===== config.mk =====
export PLATFORM = sky130hd
export DESIGN_NAME = adder_32
export DESIGN_NICKNAME = d
export VERILOG_FILES = /design/src/rtl/adder_pkg.sv /design/src/rtl/cla4.sv /design/src/rtl/adder_32.sv
export SDC_FILE = /design/constraint.sdc
export NUM_CORES = 1
export LEC_CHECK = 0
export ABC_AREA = 1
export CAP_MARGIN = 20
export CORE_MARGIN = 4
export CORE_UTILIZATION = 44
export CTS_CLUSTER_DIAMETER = 200
export DETAILED_ROUTE_END_ITERATION = 8
export HOLD_SLACK_MARGIN = 0.15
export PLACE_DENSITY = 0.9
export SKIP_LAST_GASP = 1
export SYNTH_ARGS = -nofsm -noshare
export SYNTH_HDL_FRONTEND = slang
export SYNTH_HIERARCHICAL = 1
export SYNTH_SLANG_ARGS = --single-unit

===== constraint.sdc =====
create_clock -name clk -period 5.7 [get_ports clk]
set_input_delay 1.425 -clock clk [delete_from_list [all_inputs] [get_ports clk]]
set_output_delay 1.425 -clock clk [all_outputs]
set_load 0.03 [all_outputs]

===== src/rtl/adder_pkg.sv =====
// Shared sizing constants for the integer add primitive.
package adder_pkg;

  localparam int unsigned ADD_WIDTH   = 32;
  localparam int unsigned ADD_GROUP   = 4;
  localparam int unsigned ADD_NGROUPS = ADD_WIDTH / ADD_GROUP;

endpackage


===== src/rtl/cla4.sv =====
// 4-bit carry-lookahead group: local carries, sum bits, and group propagate/generate.
module cla4 (
  input  logic [3:0] a,
  input  logic [3:0] b,
  input  logic       c_in,
  output logic [3:0] s,
  output logic       P,
  output logic       G
);

  logic [3:0] p;
  logic [3:0] g;
  logic [3:0] c;

  assign p = a ^ b;
  assign g = a & b;

  // Flattened lookahead: every carry is a direct sum of products of c_in.
  assign c[0] = c_in;
  assign c[1] = g[0] | (p[0] & c_in);
  assign c[2] = g[1] | (p[1] & g[0]) | (p[1] & p[0] & c_in);
  assign c[3] = g[2] | (p[2] & g[1]) | (p[2] & p[1] & g[0]) | (p[2] & p[1] & p[0] & c_in);

  assign s = p ^ c;
  assign P = &p;
  assign G = g[3] | (p[3] & g[2]) | (p[3] & p[2] & g[1]) | (p[3] & p[2] & p[1] & g[0]);

endmodule


===== src/rtl/adder_32.sv =====
// 32-bit two-level carry-lookahead adder with combinational and registered results.
module adder_32
  import adder_pkg::*;
#(
  parameter int unsigned WIDTH = ADD_WIDTH,
  parameter int unsigned GROUP = ADD_GROUP
) (
  input  logic             clk,
  input  logic             rst_n,
  input  logic [WIDTH-1:0] a,
  input  logic [WIDTH-1:0] b,
  input  logic             cin,
  output logic [WIDTH-1:0] sum,
  output logic             cout,
  output logic             ovf,
  output logic [WIDTH-1:0] sum_q,
  output logic             cout_q,
  output logic             ovf_q
);

  localparam int unsigned NGroups = WIDTH / GROUP;

  if (GROUP != ADD_GROUP || NGroups != ADD_NGROUPS || WIDTH % GROUP != 0) begin : g_bad_cfg
    $error("adder_32: only WIDTH=32, GROUP=4 is supported");
  end

  logic [NGroups-1:0] grp_p;
  logic [NGroups-1:0] grp_g;
  logic [NGroups:0]   grp_c;

  for (genvar gi = 0; gi < NGroups; gi++) begin : g_grp
    cla4 u_cla4 (
      .a    (a[gi*GROUP +: GROUP]),
      .b    (b[gi*GROUP +: GROUP]),
      .c_in (grp_c[gi]),
      .s    (sum[gi*GROUP +: GROUP]),
      .P    (grp_p[gi]),
      .G    (grp_g[gi])
    );
  end

  // Each group carry-in is an independent sum of products over cin and lower
  // group P/G terms; the loops unroll into parallel logic, not a ripple chain.
  always_comb begin
    logic term;
    grp_c = '0;
    term  = 1'b0;
    for (int k = 0; k <= int'(NGroups); k++) begin
      term = cin;
      for (int m = 0; m < k; m++) begin
        term = term & grp_p[m];
      end
      grp_c[k] = term;
      for (int j = 0; j < k; j++) begin
        term = grp_g[j];
        for (int m = j + 1; m < k; m++) begin
          term = term & grp_p[m];
        end
        grp_c[k] = grp_c[k] | term;
      end
    end
  end

  // Top entry expands to G_all | (P_all & cin).
  assign cout = grp_c[NGroups];
  assign ovf  = (a[WIDTH-1] == b[WIDTH-1]) && (sum[WIDTH-1] != a[WIDTH-1]);

  always_ff @(posedge clk or negedge rst_n) begin
    if (!rst_n) begin
      sum_q  <= '0;
      cout_q <= 1'b0;
      ovf_q  <= 1'b0;
    end else begin
      sum_q  <= sum;
      cout_q <= cout;
      ovf_q  <= ovf;
    end
  end

endmodule


==> results of run 1 <==
-- power by group --
group | total (mW) | switching, mW | leakage [nW] | internal, mW
Sequential | 0.302 | 0.0132 | 0.400 | 0.289
Combinational | 0.665 | 0.389 | 1.77 | 0.276
Clock | 0.189 | 0.0910 | 0.0482 | 0.0976
Total | 1.16 | 0.493 | 2.21 | 0.663
-- logic make-up (layout without fill, tap and decap cells) --
| group | Yosys count | count (layout) | synth area share |
|---|---|---|---|
| AOI/OAI and AO/OA | 13 | 13 | 0.03541 |
| DFF | 34 | 34 | 0.3211 |
| xor gates and xnor gates | 16 | 16 | 0.05288 |
| and+or+nand+nor | 149 | 149 | 0.2394 |
| adders and majority gates | 48 | 48 | 0.2493 |
| buffers and inverters | 72 | 220 | 0.1020 |
-- state kept, by name (all words and copies together), names as in the netlist --
name / flops
sum_q: 32
cout_q: 1
ovf_q: 1
-- layout make-up --
| cell class | instances | area share |
|---|---|---|
| clock buffer | 7 | 0.02027 |
| clock inverter | 1 | 0.001175 |
| sequential | 34 | 0.1998 |
| inverter | 72 | 0.06345 |
| timing repair buffer | 140 | 0.3252 |
| multi-input combinational | 226 | 0.3681 |
| tap | 75 | 0.02203 |
-- metrics by stage --
stage / area (sq um) / setup TNS [ns] / hold slack (ns) / utilization
floorplan: 2650 / 0 / 1.129 / -
detailed placement: 4108 / -0.03277 / 1.571 / 0.6979
global route: 4259 / -0.1247 / 1.307 / 0.7236
CTS: 4197 / -0.02209 / 1.263 / 0.7130
finish: 4259 / 0 / 1.238 / 0.7236
global placement: 4108 / 0 / 1.553 / 0.6979
-- synth_stat cells, drive strengths merged, types with 2 or more instances --
library cell  instances
xnor2                 8
a21oi                 2
dfrtp                34
nand4                 8
fa                    8
inv                  71
nand2                84
nand3                28
ha                   40
nor2                 28
o21bai                8
xor2                  8
-- metal layers --
metal | GRT usage | up-vias | part of all wire
met5 | 0 | - | 0
met4 | 0.09065 | 0 | 0.031
met3 | 0.04227 | 20 | 0.065
met2 | 0.3983 | 119 | 0.53
met1 | 0.2156 | 1223 | 0.37
li1 | - | 1315 | -
-- worst paths after layout --
check | start | endpoint | slack [ns] | cells past startpoint
max | b[6] | ovf | 0.11 | 21
min | rst_n | sum_q[9] | 1.24 | 1
max in group asynchronous | rst_n | sum_q[31] | 3.94 | 1
min in group clk | b[8] | sum_q[8] | 1.92 | 4
-- timing repair --
item / in CTS / in global routing
buffers inserted: 0 / 1
resized for setup: 2 / 13
gates cloned: 0 / 0
endpoints found under the setup margin: 3 / 9
pin swaps: 0 / 3
==> impl_metrics.env, run 1 <==
export IMPL_outcome="completed"
export IMPL_initial_core_util=0.4503
export IMPL_post_place_cells=546
export IMPL_drc=0
export IMPL_synth_yosys_warnings=6
export IMPL_nNetsFinal=594
export IMPL_fin_crit_sh=0.9799
export IMPL_die_y_microns=85.61
export IMPL_grt_pass1_wl_microns=12230
export IMPL_ir_drop_v=0.0001601
export IMPL_relSlewSlack=0.4500
export IMPL_synth_top_area_cell="dfrtp_1"
export IMPL_synth_area_leaders="dfrtp_1, ha_1, nand2_1"
export IMPL_grt_usage=0.2076
export IMPL_drt_vias_per_instance=4.823
export IMPL_vias=2677
export IMPL_drv_cap=0
export IMPL_post_layout_nonfiller_instances=555
export IMPL_n_antenna_cell=0
export IMPL_h_tree_depth=2
export IMPL_crit_path_cell_trace="clkdlybuf4s50_1 > ha_4 > nand2_1 > nor2_1 > nor2_1 > o21bai_1 > inv_1 > nand2_2 > nand3_2 > nand2_4 > nand3_2 > a21boi_2 > nand4_1 > nand2_1 > nand2_1 > nand2_2 > inv_1 > nor2_1 > nor2_1 > a21oi_2 > buf_6"
export IMPL_synth_top_area_share=0.3211
export IMPL_ys_ff_latch=34
export IMPL_hold_viol=0
export IMPL_yosys_cell_types_count=19
export IMPL_core_area_sq_mm=0.005886
export IMPL_drt_iter0_markers=57
export IMPL_drt_first_pass_iters=4
export IMPL_holdCritPathClass="input port to async pin"
export IMPL_arrival_ns=4.16
export IMPL_finalSetupViolations=0
export IMPL_rsz0062_at_grt="true"
export IMPL_synthesis_area_sq_mm=0.002650
export IMPL_cts_sinks=34
export IMPL_nFillCells=447
export IMPL_gp_congestion=0.7997
export IMPL_drive_gt1_frac=0.08542
export IMPL_setup_worst_path_start_class="input port"
export IMPL_chipWidth_microns=85.61
export IMPL_antenna_found_initial=0
export IMPL_p_leak_nw=2.214
export IMPL_critPathMaxFanout=5
export IMPL_path_buf_inv=4
export IMPL_mostFrequentLayoutCell="clkdlybuf4s50_1"
export IMPL_cts_buffers=5
export IMPL_synth_edff_count=0
export IMPL_synth_seq_area_share=0.3211
export IMPL_syn_area_per_cell_sq_um=7.982
export IMPL_min_period_ns=5.585
export IMPL_crit_path_max_incr_delay_ns=0.45
export IMPL_final_cell_mix="clkdlybuf4s50_1, nand2_1, inv_1, ha_1, dfrtp_1"
export IMPL_place_worst_setup_slack_ns=-0.02446
export IMPL_endpoint_kind="primary output"
export IMPL_cts_tree="yes"
export IMPL_power_mw=1.156
export IMPL_io_buffers=134
export IMPL_crit_top_cell="nor2_1"
export IMPL_syn2layout_area_growth_pct=60.72
export IMPL_syn_nets=447
export IMPL_clock_path_buffers=2
export IMPL_synthArstFlopShare=1.000
export IMPL_grt_pass1_vias=2779
export IMPL_synth_top_flop_cell="dfrtp_1"
export IMPL_fmax_ghz=0.1790
export IMPL_critPathSlowestCell="clkdlybuf4s50_1"
export IMPL_p_per_area_mw_per_mm2=271.3
export IMPL_multi_input_area_sq_mm=0.001568
export IMPL_worst_slew_pin_slew_ns=0.8250
export IMPL_fin_ws_ns=0.1145
export IMPL_cts_root_buffer="clkbuf_8"
export IMPL_clk_pin_slew_ns=0.07
export IMPL_ant_nets=0
export IMPL_drt_total_wl_microns=7639
export IMPL_critPathRequiredTime_ns=4.28
export IMPL_die_area_sq_mm=0.007328
export IMPL_crit_family="simple AND/OR/NAND/NOR gates"
export IMPL_num_io_pins=135
export IMPL_crit_type="input port to primary output"
export IMPL_row_count=28
export IMPL_grt_start_max_net_pins=35
export IMPL_holdBufCountCts=0
export IMPL_drv_slew=0
export IMPL_register_area_sq_um=850.8
export IMPL_dp_hpwl_microns=6290
export IMPL_syn_inst=332
export IMPL_gr_total_overflow=0
export IMPL_drt_wirelength_per_cell_microns=13.76
Power figures use the tool's default switching activity.
==> run 2, diff against run 1 <==
--- a/config.mk
+++ b/config.mk
@@ -14,6 +14,7 @@
 export HOLD_SLACK_MARGIN = 0.15
 export PLACE_DENSITY = 0.9
 export SKIP_LAST_GASP = 1
+export SLEW_MARGIN = 10
 export SYNTH_ARGS = -nofsm -noshare
 export SYNTH_HDL_FRONTEND = slang
 export SYNTH_HIERARCHICAL = 1
==> results of run 2 <==
No change in the layout: final DEF, timing and power equal those of run 1.
